[config.mk]
export PLATFORM = sky130hd
export DESIGN_NAME = pid_ctrl_param
export DESIGN_NICKNAME = d
export VERILOG_FILES = /design/src/rtl/pid_ctrl_param.sv
export SDC_FILE = /design/constraint.sdc
export NUM_CORES = 2
export LEC_CHECK = 0
export ABC_AREA = 0
export BUFFER_PORTS_ARGS = -buffer_cell sky130_fd_sc_hd__buf_2
export CORE_ASPECT_RATIO = 2
export CORE_MARGIN = 4
export CORE_UTILIZATION = 60
export CTS_BUF_LIST = sky130_fd_sc_hd__clkbuf_8 sky130_fd_sc_hd__clkbuf_16
export CTS_CLUSTER_DIAMETER = 60
export DETAILED_ROUTE_END_ITERATION = 16
export GPL_TIMING_DRIVEN = 0
export PLACE_DENSITY = 0.77
export SLEW_MARGIN = 20
export SYNTH_ARGS = -nofsm -noshare
export SYNTH_HDL_FRONTEND = slang
export SYNTH_SLANG_ARGS = --single-unit
export TNS_END_PERCENT = 20
[constraint.sdc]
create_clock -name clk -period 14.75 [get_ports clk]
set_input_delay 2.2125 -clock clk [delete_from_list [all_inputs] [get_ports clk]]
set_output_delay 2.2125 -clock clk [all_outputs]
set_load 0.01 [all_outputs]
[src/rtl/pid_ctrl_param.sv]
// pid_ctrl_param: runtime-tunable positional PID step engine.
//
// Each accepted start registers setpoint, measurement and gains. The step then
// computes the error and its change, forms P, the clamped integrator and D on
// one shared multiplier, rounds the sum down by FRAC bits and saturates it to
// [OUT_MIN, OUT_MAX].
//
// Optional build macro:
//   PID_ANTIWINDUP_EN  conditional integration. The integrator is frozen while
//                      the previous output was saturated in the direction the
//                      new ki*e term would push it.
//
// Ports:
//   clk       in   1    clock, rising edge
//   rst       in   1    asynchronous reset, active-high
//   start     in   1    request one PID step (sampled only in IDLE)
//   clear     in   1    zero integrator and previous error (only in IDLE)
//   setpoint  in   DW   target value
//   data_in   in   DW   measured value
//   kp/ki/kd  in   GW   unsigned gains, FRAC fraction bits
//   busy      out  1    step in progress
//   done      out  1    one-cycle pulse, data_out updated
//   data_out  out  DW   saturated controller output
//   sat_hi    out  1    last output clamped to OUT_MAX
//   sat_lo    out  1    last output clamped to OUT_MIN
module pid_ctrl_param #(
    parameter int unsigned DW      = 16,
    parameter int unsigned GW      = 16,
    parameter int unsigned FRAC    = 8,
    parameter int unsigned ACCW    = 48,
    parameter longint      I_LIM   = (longint'(1) <<< (DW + FRAC)) - longint'(1),
    parameter longint      OUT_MIN = 0,
    parameter longint      OUT_MAX = (longint'(1) <<< DW) - longint'(1)
) (
    input  logic          clk,
    input  logic          rst,
    input  logic          start,
    input  logic          clear,
    input  logic [DW-1:0] setpoint,
    input  logic [DW-1:0] data_in,
    input  logic [GW-1:0] kp,
    input  logic [GW-1:0] ki,
    input  logic [GW-1:0] kd,
    output logic          busy,
    output logic          done,
    output logic [DW-1:0] data_out,
    output logic          sat_hi,
    output logic          sat_lo
);

    localparam int unsigned EW = DW + 1;
    localparam int unsigned DEW = DW + 2;

    localparam logic signed [ACCW-1:0] ZERO_A    = '0;
    localparam logic signed [ACCW-1:0] I_LIM_P   = ACCW'(I_LIM);
    localparam logic signed [ACCW-1:0] I_LIM_N   = ACCW'(-I_LIM);
    localparam logic signed [ACCW-1:0] OUT_MIN_A = ACCW'(OUT_MIN);
    localparam logic signed [ACCW-1:0] OUT_MAX_A = ACCW'(OUT_MAX);

    // Accumulator must hold gain*error plus headroom for the three-term sum.
    generate
        if (ACCW < GW + DW + 4) begin : g_accw_check
            $error("pid_ctrl_param: ACCW must be >= GW+DW+4");
        end
    endgenerate

    typedef enum logic [2:0] {
        S_IDLE,
        S_ERR,
        S_MUL_P,
        S_MUL_I,
        S_MUL_D,
        S_SUM,
        S_SAT
    } state_e;

    state_e state_q, state_d;

    logic [DW-1:0]          sp_q, sp_d;
    logic [DW-1:0]          din_q, din_d;
    logic [GW-1:0]          kp_q, kp_d;
    logic [GW-1:0]          ki_q, ki_d;
    logic [GW-1:0]          kd_q, kd_d;
    logic signed [EW-1:0]   e_q, e_d;
    logic signed [EW-1:0]   e_prev_q, e_prev_d;
    logic signed [DEW-1:0]  de_q, de_d;
    logic signed [ACCW-1:0] p_q, p_d;
    logic signed [ACCW-1:0] integ_q, integ_d;
    logic signed [ACCW-1:0] d_q, d_d;
    logic signed [ACCW-1:0] sum_q, sum_d;
    logic [DW-1:0]          data_out_q, data_out_d;
    logic                   busy_q, busy_d;
    logic                   done_q, done_d;
    logic                   sat_hi_q, sat_hi_d;
    logic                   sat_lo_q, sat_lo_d;

    // Shared multiplier: unsigned gain (zero-extended) times signed operand.
    logic signed [ACCW-1:0] mul_a, mul_b, prod;

    always_comb begin
        mul_a = '0;
        mul_b = '0;
        case (state_q)
            S_MUL_P: begin
                mul_a = ACCW'(kp_q);
                mul_b = ACCW'(e_q);
            end
            S_MUL_I: begin
                mul_a = ACCW'(ki_q);
                mul_b = ACCW'(e_q);
            end
            S_MUL_D: begin
                mul_a = ACCW'(kd_q);
                mul_b = ACCW'(de_q);
            end
            default: ;
        endcase
        prod = mul_a * mul_b;
    end

    // Integrator freeze condition for conditional integration.
    logic hold_i;

    always_comb begin
`ifdef PID_ANTIWINDUP_EN
        hold_i = (sat_hi_q && (prod > ZERO_A)) || (sat_lo_q && (prod < ZERO_A));
`else
        hold_i = 1'b0;
`endif
    end

    // Next-state and datapath sequencing.
    logic signed [ACCW-1:0] i_sum;
    logic signed [EW-1:0]   e_n;

    always_comb begin
        state_d    = state_q;
        sp_d       = sp_q;
        din_d      = din_q;
        kp_d       = kp_q;
        ki_d       = ki_q;
        kd_d       = kd_q;
        e_d        = e_q;
        e_prev_d   = e_prev_q;
        de_d       = de_q;
        p_d        = p_q;
        integ_d    = integ_q;
        d_d        = d_q;
        sum_d      = sum_q;
        data_out_d = data_out_q;
        busy_d     = busy_q;
        done_d     = 1'b0;
        sat_hi_d   = sat_hi_q;
        sat_lo_d   = sat_lo_q;
        i_sum      = integ_q + prod;
        e_n        = $signed({1'b0, sp_q}) - $signed({1'b0, din_q});

        case (state_q)
            S_IDLE: begin
                // Clear takes effect before a same-cycle start is processed.
                if (clear) begin
                    integ_d  = '0;
                    e_prev_d = '0;
                end
                if (start) begin
                    sp_d    = setpoint;
                    din_d   = data_in;
                    kp_d    = kp;
                    ki_d    = ki;
                    kd_d    = kd;
                    busy_d  = 1'b1;
                    state_d = S_ERR;
                end
            end
            S_ERR: begin
                e_d     = e_n;
                de_d    = $signed({e_n[EW-1], e_n}) - $signed({e_prev_q[EW-1], e_prev_q});
                state_d = S_MUL_P;
            end
            S_MUL_P: begin
                p_d     = prod;
                state_d = S_MUL_I;
            end
            S_MUL_I: begin
                if (!hold_i) begin
                    if (i_sum > I_LIM_P) begin
                        integ_d = I_LIM_P;
                    end else if (i_sum < I_LIM_N) begin
                        integ_d = I_LIM_N;
                    end else begin
                        integ_d = i_sum;
                    end
                end
                state_d = S_MUL_D;
            end
            S_MUL_D: begin
                d_d     = prod;
                state_d = S_SUM;
            end
            S_SUM: begin
                sum_d   = (p_q + integ_q + d_q) >>> FRAC;
                state_d = S_SAT;
            end
            S_SAT: begin
                sat_hi_d = 1'b0;
                sat_lo_d = 1'b0;
                if (sum_q > OUT_MAX_A) begin
                    data_out_d = DW'(OUT_MAX_A);
                    sat_hi_d   = 1'b1;
                end else if (sum_q < OUT_MIN_A) begin
                    data_out_d = DW'(OUT_MIN_A);
                    sat_lo_d   = 1'b1;
                end else begin
                    data_out_d = DW'(sum_q);
                end
                e_prev_d = e_q;
                done_d   = 1'b1;
                busy_d   = 1'b0;
                state_d  = S_IDLE;
            end
            default: begin
                state_d = S_IDLE;
                busy_d  = 1'b0;
            end
        endcase
    end

    // State and datapath registers.
    always_ff @(posedge clk or posedge rst) begin
        if (rst) begin
            state_q    <= S_IDLE;
            sp_q       <= '0;
            din_q      <= '0;
            kp_q       <= '0;
            ki_q       <= '0;
            kd_q       <= '0;
            e_q        <= '0;
            e_prev_q   <= '0;
            de_q       <= '0;
            p_q        <= '0;
            integ_q    <= '0;
            d_q        <= '0;
            sum_q      <= '0;
            data_out_q <= '0;
            busy_q     <= 1'b0;
            done_q     <= 1'b0;
            sat_hi_q   <= 1'b0;
            sat_lo_q   <= 1'b0;
        end else begin
            state_q    <= state_d;
            sp_q       <= sp_d;
            din_q      <= din_d;
            kp_q       <= kp_d;
            ki_q       <= ki_d;
            kd_q       <= kd_d;
            e_q        <= e_d;
            e_prev_q   <= e_prev_d;
            de_q       <= de_d;
            p_q        <= p_d;
            integ_q    <= integ_d;
            d_q        <= d_d;
            sum_q      <= sum_d;
            data_out_q <= data_out_d;
            busy_q     <= busy_d;
            done_q     <= done_d;
            sat_hi_q   <= sat_hi_d;
            sat_lo_q   <= sat_lo_d;
        end
    end

    assign busy     = busy_q;
    assign done     = done_q;
    assign data_out = data_out_q;
    assign sat_hi   = sat_hi_q;
    assign sat_lo   = sat_lo_q;

endmodule

=== Word-level counts from Yosys, hierarchy flattened ===
Cells that the tools add are included.

* Bits of input ports: 84
* Output and inout bits: 20
* Word-level logic and storage cells: 64
* Register bits after elaboration: 339

* Bitwise gates (word level): 1
* Mux-type cells: 18
* Equal/unequal tests: 8
* Reduce and logical (&&, ||, !) cells: 9
* $lt $le $gt $ge: 4
* Add/sub/neg operators: 5
* Multiply operators: 1

{| class="wikitable"
|+ Operator list
! operator !! count
|-
| $pmux 48 s2 || 2
|-
| $add 48x48->48 || 3
|-
| $mux 48 || 3
|-
| $gt 48x25->1 const B || 1
|-
| $lt 48x25->1 const B || 1
|-
| $mul 48x48->48 || 1
|-
| $pmux 16 s3 || 1
|-
| $gt 40x17->1 const B || 1
|-
| $lt 40x1->1 const B || 1
|-
| $pmux 17 s2 || 1
|-
| $mux 16 || 2
|-
| $pmux 3 s6 || 1
|-
| $sub 17x17->18 || 1
|-
| $mux 17 || 1
|-
| $sub 16x16->17 || 1
|-
| $eq 3x3->1 const B || 3
|-
| $reduce_and 2->1 || 4
|-
| $eq 3x2->1 const B || 2
|-
| $mux 1 || 5
|-
| $reduce_or 5->1 || 1
|-
| $ne 2x2->1 const B || 2
|-
| $reduce_bool 2->1 || 2
|-
| $eq 3x1->1 const B || 1
|-
| $logic_not 3->1 || 1
|-
| 4 further kinds || 4
|}

=== Longest topological paths before layout ===
* Depth after elaboration: 9
* Mapped depth: 44
* Gate-level depth less buffers: 41

=== Worst setup path after synthesis ===
Ideal clock, no wire load.

* Path kind: register to register
* Start: register state_q[1]
* End: register integ_q[10]
* Stages on the path, launching flop included: 44
* Slack: 4.430 ns
* Setup time: 0.089 ns
* Buffers on the path: 4
* Period minus slack after synthesis: 10.320 ns
* Data arrival time: 10.232 ns
* Cell sequence: dfrtp_1 > clkbuf_1 > nor3_1 > clkbuf_1 > nand2_1 > o21ai_1 > clkbuf_1 > nand2_1 > fa_1 > inv_1 > fa_1 > inv_1 > fa_1 > inv_1 > fa_1 > fa_1 > inv_1 > fa_1 > [... 8 more ...] > o21bai_1 > o41ai_2 > o21ai_1 > xnor2_1 > inv_1 > ha_1 > nand2_1 > o21ai_0 > o21a_1 > nor3_1 > a311oi_1 > nand4_1 > nor4_1 > o2111ai_1 > nor4_2 > a21oi_4 > buf_6 > o221ai_2

* Longest elaborated chain between the ends: 9

{| class="wikitable"
|+ Ends and longest elaborated chain
! what !! RTL line !! RTL
|-
| start: declaration || 77 || <nowiki>state_e state_q, state_d;</nowiki>
|-
| start signal: assignment || 250 || <nowiki>state_q <= state_d;</nowiki>
|-
| $eq 3x2->1 || 103 || <nowiki>case (state_q)</nowiki>
|-
| $reduce_or 2->1 (no source line) || - ||
|-
| $pmux 48 s2 || 103 ||
|-
| $mul 48x48->48 * || 118 || <nowiki>prod = mul_a * mul_b;</nowiki>
|-
| via prod[38] || 98 || <nowiki>logic signed [ACCW-1:0] mul_a, mul_b, prod;</nowiki>
|-
| $add 48x48->48 * || 155 || <nowiki>i_sum = integ_q + prod;</nowiki>
|-
| $lt 48x25->1 || 188 || <nowiki>end else if (i_sum < I_LIM_N) begin</nowiki>
|-
| $mux 48 || 188 ||
|-
| $mux 48 * || 186 || <nowiki>if (i_sum > I_LIM_P) begin</nowiki>
|-
| $pmux 48 s2 * || 158 || <nowiki>case (state_q)</nowiki>
|-
| end signal: assignment || 260 || <nowiki>integ_q <= integ_d;</nowiki>
|-
| end: declaration || 88 || <nowiki>logic signed [ACCW-1:0] integ_q, integ_d;</nowiki>
|}

Mark *: on every way through the listed nets, which the timed path passes. The rest lies on a longest branch.
A chain may end at the register's enable or synchronous reset.

=== Worst setup path after layout ===
* Start: register state_q[2]
* End: register integ_q[5]

Same word-level chain as after synthesis.

==> impl_metrics.tcl <==
set metrics [dict create \
    dp_hpwl_mm 81.1 \
    drive_gt1_frac 0.0852 \
    cp.required_ns 15.23 \
    place_area_sq_um 33900 \
    portBuffers 103 \
    vias_per_cell 6.01 \
    totalWireLength_mm 97.4 \
    ctsResizeCount 0 \
    mostFrequentLayoutCells "nand2_1, inv_1, fa_1" \
    maxSlewHeadroom 0.191 \
    setup_ws_ns 0.428 \
    status "complete, no violations" \
    pin_count 104 \
    dieWidth_um 172 \
    tightest_slew_ns 1.20 \
    syn_area_per_cell_sq_um 9.10 \
    drt_iter0_markers 1368 \
    min_period_over_period 0.971 \
    final_cell_area_sq_um 35100 \
    critPathSlowestCell "a311oi_1" \
    cp_data_arrival_time_ns 14.80 \
    r2r_slack_ns 0.43 \
    critPathKind "reg2reg" \
    async_flop_share 1.00 \
    syn-num-nets 4216 \
    seq_area_frac_synth 0.262 \
    cpMostUsedCell "fa_1" \
    slew_viol_final 0 \
    yosys_warnings 0 \
    route.met3.wl_mm 4.14 \
    finalSetupViolations 0 \
    synth_edf_count 0 \
    drt-met1-wl_mm 29.7 \
    htree_levels 2 \
    synthTopCellsByArea "dfrtp_1, fa_1, ha_1" \
    place_congestion 1.03 \
    clk_pin_slew_worst_paths_ns 0.07 \
    track_usage 0.343 \
    root_buffer "clkbuf_16" \
    gr-total-overflow 0 \
    postRouteAntennaNets 0 \
    synth_top_area_cell "dfrtp_1" \
    die_h_um 337 \
    finClkSkew_ns 0.0294 \
    worst-path-buf-inv 10 \
    grt_max_degree 106 \
    dp_slack_ns 0.989 \
    synthDistinctLibCells 90 \
    hold_violations 0 \
    firstDrtPassIters 7 \
    syn-cell-area_sq_um 32400 \
    yosys.area.top_type_share 0.262 \
    die_area_sq_um 58000 \
    drc 0 \
    clk_path_buf_depth 3 \
    top_layer_used "met4" \
    fmax_mhz 69.8 \
    critPathMaxStageDelay_ns 0.87 \
    antenna_found_initial 0 \
    area_growth_pct 8.55 \
    cap_violations 0 \
    rows 120 \
    nets 4366 \
    vias 26457 \
    cts-buffers-inserted 36 \
    cts_num_sinks 339 \
    postCtsSetupBuffers 0 \
    clock_latency_ns 0.57 \
    grt_pass1_wl_mm 151 \
    core-area_sq_um 53500 \
    rsz0062_at_grt "false" \
    cts_tree "done" \
    wl_met2_mm 52.8 \
    grt_pass1_vias 28318 \
    period_needed_ns 14.32 \
    ys_ff_latch 339 \
    setup.worst_path.end_class "flip-flop" \
    critPathTopFamily "adder cells" \
    fillCellCount 4474 \
    hold_class "reg2reg" \
    startpoint_type "flip-flop" \
    start_util 0.606 \
    wl_per_cell_um 22.1 \
    utilization 0.657 \
    cts_hold_buf 0 \
    synth_cells 3558 \
    n_antenna_cell 0 \
    synth_ff_type "dfrtp_1" \
    whs_ns 0.470 \
    mostFrequentLayoutCell "nand2_1" \
    cp_max_fo 10 \
]
==> path summary, 6_finish.rpt <==
path,start,cells past startpoint,end
max,state_q[2]$_DFFE_PP0P_,40,integ_q[5]$_DFFE_PP0P_
min,data_out[15]$_DFFE_PP0P_,2,data_out[15]$_DFFE_PP0P_
max reg2reg,state_q[2]$_DFFE_PP0P_,40,integ_q[5]$_DFFE_PP0P_
min reg2reg,data_out[15]$_DFFE_PP0P_,2,data_out[15]$_DFFE_PP0P_
max in group asynchronous,rst,4,p_q[43]$_DFFE_PP0N_
min in group asynchronous,rst,2,p_q[4]$_DFFE_PP0N_
==> layer usage <==
metal	global-route usage	vias up
met3	0.0408	423
met4	0.288	0
met2	0.652	870
met5	0	-
met1	0.310	13062
li1	-	12102
==> flip-flops by register name, indices dropped and copies added, names as in the netlist <==
register,count
din_q,16
d_q,48
p_q,48
de_q,18
sat_hi,1
ki_q,16
busy,1
kp_q,16
sat_lo,1
sp_q,16
integ_q,48
e_q,17
sum_q,40
done,1
data_out,16
state_q,3
e_prev_q,17
kd_q,16
==> cell type report <==
class	count	area, sq um	share of cell area
plain buffers	137	563	0.0160
clock buffers	40	956	0.0272
clock inverters	24	295	0.00840
inverters	507	1910	0.0544
multi-input cells	2575	21500	0.611
flip-flops and latches	339	8480	0.241
well taps	671	840	0.0239
repair buffers	112	633	0.0180
==> worst reg2reg max path, delay by kind of cell, from the launching register on <==
kind                     cells  cell delay [ns]
adder cells (fa/ha/maj)      8             3.83
XOR/XNOR                     1             0.42
buffers and inverters       10             2.93
AND/OR/NAND/NOR             12             3.55
AO/OA/AOI/OAI                9             3.14
flip-flops                   1             0.38
==> logic make-up after synthesis <==
kind of cell / Yosys count / synth area share
xor+xnor: 118 / 0.0324
buf+inv: 644 / 0.0761
fa+ha+maj: 574 / 0.303
compound gates: 764 / 0.157
mux: 94 / 0.0319
simple gates: 1025 / 0.137
flops: 339 / 0.262
==> Yosys cell counts (14+ instances only) <==
cell type and n:
mux2i_1 20, o31ai_1 29, a21oi_1 140, o21a_1 32
nor3_1 43, clkbuf_1 113, nor2b_1 19, o21bai_1 24
a211oi_1 14, xor2_1 50, nand2_1 529, nor2_1 258
a21boi_0 15, o21ai_0 218, xnor2_1 66, and2_1 17
nand4_1 24, nand2b_1 20, fa_1 352, a22o_1 36
dfrtp_1 339, o21ai_1 22, o211ai_1 20, ha_1 222
a22oi_1 24, nand3_1 25, a21o_1 67, mux2_2 74
inv_1 505, nor4_1 14, and3_1 20
==> through the flow <==
step | cells | setup TNS, ns
final | 4405 | 0
after detailed placement | 4340 | 0
after CTS | 4404 | 0
after global placement | 4332 | -107.53
after global routing | 4405 | 0
after floorplan | 3558 | 0
Power is not shown: default switching activity piles up to over one toggle a cycle in this logic, so the estimate is an artifact.
